### config.mk
export PLATFORM = sky130hd
export DESIGN_NAME = fft_frame_ctrl
export DESIGN_NICKNAME = d
export VERILOG_FILES = /design/src/rtl/fft_frame_ctrl.sv
export SDC_FILE = /design/constraint.sdc
export NUM_CORES = 1
export LEC_CHECK = 0
export CAP_MARGIN = 20
export CORE_ASPECT_RATIO = 0.5
export CORE_MARGIN = 4
export CORE_UTILIZATION = 41
export DETAILED_ROUTE_END_ITERATION = 16
export PLACE_DENSITY_LB_ADDON = 0.15
export SLEW_MARGIN = 30
export SYNTH_ARGS = -nofsm -noshare
export SYNTH_HDL_FRONTEND = slang
export SYNTH_SLANG_ARGS = --single-unit
export TNS_END_PERCENT = 1
### constraint.sdc
create_clock -name clk -period 4.05 [get_ports clk]
set_input_delay 0.81 -clock clk [delete_from_list [all_inputs] [get_ports clk]]
set_output_delay 0.81 -clock clk [all_outputs]
set_load 0.02 [all_outputs]
### src/rtl/fft_frame_ctrl.sv
// rtl/fft_frame_ctrl.sv - frame sequencer for the serial-to-parallel loader and 512-point FFT core
module fft_frame_ctrl #(
    parameter int TOTAL_SIZE  = 512,
    parameter int P_SIZE      = 16,
    parameter int TIMEOUT_CYC = 4096,
    parameter int CNT_W       = 16,
    localparam int SMP_W      = $clog2(TOTAL_SIZE),
    localparam int BLK_W      = $clog2(TOTAL_SIZE / P_SIZE),
    localparam int TO_W       = $clog2(TIMEOUT_CYC)
) (
    input  logic             clk,
    input  logic             rstn,
    input  logic             start,
    input  logic             cont_mode,
    input  logic             s_valid,
    output logic             s_ready,
    output logic             smp_en,
    output logic [SMP_W-1:0] smp_cnt,
    output logic [BLK_W-1:0] blk_idx,
    input  logic             fft_done,
    output logic             frame_valid,
    input  logic             frame_ready,
    output logic             busy,
    output logic [CNT_W-1:0] frame_cnt,
    output logic             timeout_err,
    output logic             seq_err,
    input  logic             clr_err,
    output logic [1:0]       state
);

    localparam logic [1:0] IDLE     = 2'd0;
    localparam logic [1:0] LOAD     = 2'd1;
    localparam logic [1:0] WAIT_FFT = 2'd2;
    localparam logic [1:0] HOLD     = 2'd3;

    logic [1:0]      state_nxt;
    logic [TO_W-1:0] to_cnt;
    logic            smp_last;
    logic            to_expire;
    logic            to_err_set;
    logic            seq_err_set;

    assign smp_en  = s_valid & s_ready;
    // Sample counter is a power of two, so the top bits are the block index.
    assign blk_idx = smp_cnt[SMP_W-1 -: BLK_W];

    always_comb begin
        state_nxt   = state;
        smp_last    = smp_en && (smp_cnt == SMP_W'(TOTAL_SIZE - 1));
        to_expire   = (to_cnt == TO_W'(TIMEOUT_CYC - 1));
        to_err_set  = 1'b0;
        seq_err_set = fft_done && (state != WAIT_FFT);
        case (state)
            IDLE: begin
                if (start) state_nxt = LOAD;
            end
            LOAD: begin
                if (smp_last) state_nxt = WAIT_FFT;
            end
            WAIT_FFT: begin
                // A completion on the expiry cycle still counts as done.
                if (fft_done) begin
                    state_nxt = HOLD;
                end else if (to_expire) begin
                    state_nxt  = IDLE;
                    to_err_set = 1'b1;
                end
            end
            HOLD: begin
                if (frame_ready) state_nxt = cont_mode ? LOAD : IDLE;
            end
            default: state_nxt = IDLE;
        endcase
    end

    always_ff @(posedge clk) begin
        if (rstn) begin
            state       <= IDLE;
            s_ready     <= 1'b0;
            smp_cnt     <= '0;
            frame_valid <= 1'b0;
            busy        <= 1'b0;
            frame_cnt   <= '0;
            timeout_err <= 1'b0;
            seq_err     <= 1'b0;
            to_cnt      <= '0;
        end else begin
            state       <= state_nxt;
            s_ready     <= (state_nxt == LOAD);
            busy        <= (state_nxt != IDLE);
            frame_valid <= (state_nxt == HOLD);
            if (smp_en) smp_cnt <= smp_cnt + SMP_W'(1);
            to_cnt <= (state == WAIT_FFT && state_nxt == WAIT_FFT) ? to_cnt + TO_W'(1) : '0;
            if (state == HOLD && frame_ready) frame_cnt <= frame_cnt + CNT_W'(1);
            // New error events take priority over a simultaneous clear.
            timeout_err <= to_err_set  | (timeout_err & ~clr_err);
            seq_err     <= seq_err_set | (seq_err & ~clr_err);
        end
    end

endmodule

* After elaboration in Yosys (flattened, before gate mapping) *
Cells that the tools add are included.
W data, S select, Z words.

storage, ports and cells
  register bits after elaboration = 44
  output and inout port bits = 38

cells by class
  add/sub/neg operators = 3
  eq/ne operators = 9
  muxes and demuxes = 10
  bitwise operators = 7
  reduce and logical (&&, ||, !) cells = 7

operator list
  operator                 count
  $add A16 B1 Y16 const B  1
  $add A12 B1 Y12 const B  1
  $eq A12 B12 Y1 const B   1
  $mux W2                  5
  $add A9 B1 Y9 const B    1
  $eq A9 B9 Y1 const B     1
  $eq A2 B2 Y1 const B     4
  $pmux W2 S4              1
  $eq A2 B1 Y1 const B     2
  $logic_and A1 B1 Y1      4
  $mux W1                  4
  $and A1 B1 Y1            3
  $logic_not A2 Y1         1
  $ne A2 B2 Y1 const B     1
  $not A1 Y1               2
  $or A1 B1 Y1             2
  $reduce_bool A2 Y1       1
  $reduce_or A2 Y1         1

* Depth between registers and ports, before layout *
  depth after elaboration = 8
  depth in mapped cells = 8
  depth with buffers taken out = 8

* Worst setup path after synthesis *
No wires, ideal clock.

  kind = input -> output
  start point = in s_valid
  end point = out smp_en
  data arrival time = 1.237 ns
  data required time = 3.240 ns
  path slack = 2.003 ns
  stages on the path = 2
  path through = nand2_1 clkinv_1

on the way
  word-level cells in the longest chain between the ends = 1

ends and longest elaborated chain
  what                RTL line  RTL
  start: declaration  15        input logic s_valid,
  $and A1 B1 Y1       43        assign smp_en = s_valid & s_ready;
  end: declaration    17        output logic smp_en,

No other way between the ends.

* Final worst setup path *
Same ends and word-level chain as after synthesis.

==> impl_metrics.prom <==
# TYPE chip_impl_metric gauge
chip_impl_metric{name="final_design_area_no_fill",unit="mm^2"} 0.00251
chip_impl_info{name="cpLargestDelayFamily",value="buffers and inverters"} 1
chip_impl_metric{name="final_layout_size_suffix_gt1_share",unit="%"} 4.94
chip_impl_metric{name="final.period_utilization",unit="%"} 77.2
chip_impl_metric{name="cellLeakagePower",unit="nW"} 0.817
chip_impl_info{name="setup.worst_path.start_class",value="input port"} 1
chip_impl_metric{name="routed_wirelength",unit="um"} 4060
chip_impl_metric{name="layout_setup_ws",unit="ps"} 925
chip_impl_metric{name="post_drt_via_cell_ratio",unit=""} 4.99
chip_impl_metric{name="ys_seq_elements",unit=""} 44
chip_impl_metric{name="postSynthNetCount",unit=""} 235
chip_impl_metric{name="htreeDepth",unit=""} 2
chip_impl_metric{name="report.final.setup_viol",unit=""} 0
chip_impl_info{name="crit_path_end_kind",value="output pin"} 1
chip_impl_metric{name="totalPowerFinal",unit="mW"} 0.736
chip_impl_metric{name="critical-path-max-stage-delay",unit="ps"} 610
chip_impl_metric{name="postSynthAreaPerCell",unit="um^2"} 8.93
chip_impl_metric{name="drv_slew",unit=""} 0
chip_impl_metric{name="seq_area_frac_synth",unit="%"} 44.2
chip_impl_metric{name="worst_reg_to_reg_cells",unit=""} 7
chip_impl_metric{name="area_delta_synth_final",unit="%"} 25.9
chip_impl_metric{name="rrSetupSlack",unit="ps"} 2240
chip_impl_metric{name="grt_pass1_vias",unit=""} 1574
chip_impl_metric{name="total_neg_setup_slack",unit="ps"} 0
chip_impl_metric{name="post_cts_resized",unit=""} 0
chip_impl_metric{name="grt_first_pass_wirelength",unit="um"} 7270
chip_impl_info{name="outcome",value="completed"} 1
chip_impl_metric{name="critPathRequiredTime",unit="ps"} 3240
chip_impl_metric{name="route.vias.total",unit=""} 1642
chip_impl_metric{name="cts-buffers-inserted",unit=""} 5
chip_impl_metric{name="ys.warnings.count",unit=""} 0
chip_impl_metric{name="post_synth_instance_area",unit="mm^2"} 0.00199
chip_impl_info{name="start_to_end_type_of_the_worst_setup_path",value="input port to output pin"} 1
chip_impl_info{name="cts_tree",value="built"} 1
chip_impl_metric{name="grt-ovfl-total",unit=""} 0
chip_impl_metric{name="cp.buffers_inverters",unit=""} 3
chip_impl_metric{name="die_w",unit="um"} 107
chip_impl_info{name="worst_hold_path_type",value="flop to flop"} 1
chip_impl_metric{name="pre_cts_ws",unit="ps"} 938
chip_impl_metric{name="cp_max_fo",unit=""} 8
chip_impl_metric{name="distinct_cells_synth",unit=""} 33
chip_impl_metric{name="maximum_number_of_pins_on_one_net_before_global_route_repair",unit=""} 32
chip_impl_info{name="crit_path_frequent_cell",value="sky130_fd_sc_hd__clkdlybuf4s50_1"} 1
chip_impl_metric{name="clkSinkCount",unit=""} 44
chip_impl_metric{name="cts_hold_buf",unit=""} 0
chip_impl_metric{name="initial_core_util",unit="%"} 43.9
chip_impl_metric{name="area_of_the_placeable_core",unit="mm^2"} 0.00453
chip_impl_metric{name="die-area",unit="mm^2"} 0.00610
chip_impl_metric{name="num-nets-final",unit=""} 275
chip_impl_metric{name="dpl.hpwl",unit="um"} 3060
chip_impl_metric{name="cts_buffer_depth",unit=""} 2
chip_impl_metric{name="io_pins",unit=""} 46
chip_impl_metric{name="clock_transition_at_the_registers_of_the_reported_paths",unit="ps"} 80
chip_impl_metric{name="transition_time_at_the_pin_with_the_least_slew_margin",unit="ps"} 425
chip_impl_metric{name="clk-insertion-delay-late",unit="ps"} 290
chip_impl_info{name="worst_r2r_startpoint",value="smp_cnt[0]$_SDFFE_PP0P_"} 1
chip_impl_metric{name="placedInstanceArea",unit="mm^2"} 0.00243
chip_impl_metric{name="gp_routability_congestion",unit=""} 0.866
chip_impl_metric{name="powerDensity",unit="mW/mm^2"} 294
chip_impl_metric{name="hold_depth",unit=""} 1
chip_impl_info{name="ctsRootBufferMaster",value="sky130_fd_sc_hd__clkbuf_8"} 1
chip_impl_metric{name="syn-instance-count",unit=""} 223
chip_impl_metric{name="antenna_violations_before_repair",unit=""} 0
chip_impl_info{name="timing.rr.end",value="busy$_SDFF_PP0_"} 1
chip_impl_metric{name="drt_iter0_markers",unit=""} 49
chip_impl_metric{name="antenna_cells_inserted",unit=""} 0
chip_impl_metric{name="finalHoldViolations",unit=""} 0
chip_impl_metric{name="area_of_combinational_cells_with_multiple_inputs",unit="um^2"} 988
chip_impl_metric{name="track_usage",unit="%"} 14.7
chip_impl_metric{name="final_antenna_net_count",unit=""} 0
chip_impl_metric{name="slew_headroom",unit="%"} 71.4
chip_impl_metric{name="post-cts-setup-buffer-count",unit=""} 0
chip_impl_metric{name="max-cap-violations",unit=""} 0
chip_impl_metric{name="timing.critical_path.arrival",unit="ps"} 2320
chip_impl_info{name="grt_setup_unrepaired",value="false"} 1
chip_impl_info{name="crit_start",value="s_valid"} 1
chip_impl_metric{name="nFillCells",unit=""} 437
chip_impl_metric{name="fp-row-count",unit=""} 17
chip_impl_metric{name="post_drt_wl_per_cell",unit="um"} 12.3
chip_impl_info{name="layout_common_cells",value="45 x sky130_fd_sc_hd__clkdlybuf4s50_1, 44 x sky130_fd_sc_hd__dfxtp_1, 34 x sky130_fd_sc_hd__nor2_1"} 1
chip_impl_metric{name="portBuffers",unit=""} 45
chip_impl_metric{name="drt_first_pass_iters",unit=""} 4
chip_impl_metric{name="clock_skew",unit="ps"} 2.40
chip_impl_metric{name="area.sequential",unit="um^2"} 881
chip_impl_metric{name="vdd_drop_max",unit="mV"} 0.126
chip_impl_metric{name="period_minus_slack",unit="ps"} 3130
chip_impl_info{name="worstHoldEndpoint",value="to_cnt[0]$_SDFF_PP0_"} 1
chip_impl_metric{name="dieHeight",unit="um"} 57.3
chip_impl_info{name="path_cells",value="clkdlybuf4s50_1 > nand2_1 > clkinv_1 > clkdlybuf4s50_1"} 1
chip_impl_info{name="layout.cells.most_common",value="sky130_fd_sc_hd__clkdlybuf4s50_1"} 1
chip_impl_metric{name="achievable-frequency",unit="GHz"} 0.320
chip_impl_info{name="critPathSlowestCell",value="sky130_fd_sc_hd__clkdlybuf4s50_1"} 1
chip_impl_metric{name="drt_drc_violations_left",unit=""} 0
chip_impl_info{name="hold_path_startpoint",value="to_cnt[0]$_SDFF_PP0_"} 1
chip_impl_metric{name="layout.core_utilization",unit="%"} 55.3
## flip-flops by register name, summed over array words and instances (netlist names)
register     count
frame_valid      1
s_ready          1
smp_cnt          9
to_cnt          12
frame_cnt       16
state            2
seq_err          1
timeout_err      1
busy             1
## cell families (layout without fill, tap and decap cells)
group	Yosys count	in the layout	share of synthesized area (%)
simple gates	106	106	28.3
flops	44	44	44.2
compound gates	25	25	7.23
xor+xnor	24	24	10.6
buf+inv	18	58	6.10
fa+ha+maj	4	4	2.51
mux	2	2	1.01
## synthesized netlist by cell type
cell type                   instances  area, um^2
sky130_fd_sc_hd__a21oi_1           13        65.1
sky130_fd_sc_hd__a2bb2oi_2          1        15.0
sky130_fd_sc_hd__and3_1             3        18.8
sky130_fd_sc_hd__and3_2             1        7.51
sky130_fd_sc_hd__and4_1             5        43.8
sky130_fd_sc_hd__buf_2              1        5.00
sky130_fd_sc_hd__buf_4              7        52.6
sky130_fd_sc_hd__buf_6              3        33.8
sky130_fd_sc_hd__clkbuf_1           1        3.75
sky130_fd_sc_hd__clkbuf_4           1        7.51
sky130_fd_sc_hd__clkinv_1           1        3.75
sky130_fd_sc_hd__dfxtp_1           44         881
sky130_fd_sc_hd__ha_1               4        50.1
sky130_fd_sc_hd__inv_1              4        15.0
sky130_fd_sc_hd__mux2i_1            2        20.0
sky130_fd_sc_hd__nand2_1           14        52.6
sky130_fd_sc_hd__nand2b_1           4        25.0
sky130_fd_sc_hd__nand3_1           13        65.1
sky130_fd_sc_hd__nand3_4            1        17.5
sky130_fd_sc_hd__nand4_1            9        56.3
sky130_fd_sc_hd__nand4_2            1        12.5
sky130_fd_sc_hd__nor2_1            34         128
sky130_fd_sc_hd__nor2b_1            4        25.0
sky130_fd_sc_hd__nor3_1             7        35.0
sky130_fd_sc_hd__nor4_2             1        12.5
sky130_fd_sc_hd__o21ai_0            7        35.0
sky130_fd_sc_hd__o22ai_1            1        6.26
sky130_fd_sc_hd__o31ai_1            3        22.5
sky130_fd_sc_hd__or3_1              5        31.3
sky130_fd_sc_hd__or4_1              3        22.5
sky130_fd_sc_hd__or4_4              1        11.3
sky130_fd_sc_hd__xnor2_1           12         105
sky130_fd_sc_hd__xor2_1            12         105
## report_power, final
group | total, mW | switching, mW | leakage (nW) | internal, mW
clock network | 0.259 | 0.141 | 0.0410 | 0.117
registers | 0.440 | 0.00404 | 0.356 | 0.436
logic | 0.0367 | 0.0189 | 0.420 | 0.0179
total | 0.736 | 0.164 | 0.817 | 0.571
## worst reg2reg max path, stage by stage, from the launching register on
cell                      delay, ps
sky130_fd_sc_hd__dfxtp_1        410
sky130_fd_sc_hd__ha_1           240
sky130_fd_sc_hd__nand3_1         90
sky130_fd_sc_hd__nor2_1         130
sky130_fd_sc_hd__ha_1           200
sky130_fd_sc_hd__a21oi_1         80
sky130_fd_sc_hd__o21ai_0        390
sky130_fd_sc_hd__o21ai_0        150
## through the flow
step                      hold slack, ps  instances
after floorplan                      437        223
after global placement               455        322
after global routing                 509        329
final                                477        329
after CTS                            480        329
after detailed placement             461        322
## layer usage
metal  share of wire (%)  GRT usage, %  vias to the layer above
met5                   0             0                        -
met4                0.94          4.55                        0
met3                 2.7          4.07                        5
met2                  46          23.1                       20
met1                  51          19.7                      773
li1                    -             -                      844
## cell type report
class | instances | area share, %
clock buffer | 6 | 2.90
tap | 66 | 3.30
clock inverter | 1 | 0.200
inverter | 5 | 0.749
timing repair buffer | 46 | 18.3
multi-input combinational | 161 | 39.4
sequential | 44 | 35.1
## how the worst max path moves through the flow
| stage | end | depth (start not counted) |
|---|---|---|
| 2_1_floorplan | smp_en | 2 |
| 3_3_place_gp | smp_en | 4 |
| 3_5_place_dp | smp_en | 4 |
| 4_1_cts | smp_en | 4 |
| 5_1_grt | smp_en | 4 |
| 6_report | smp_en | 4 |
Power figures use the tool's default switching activity.
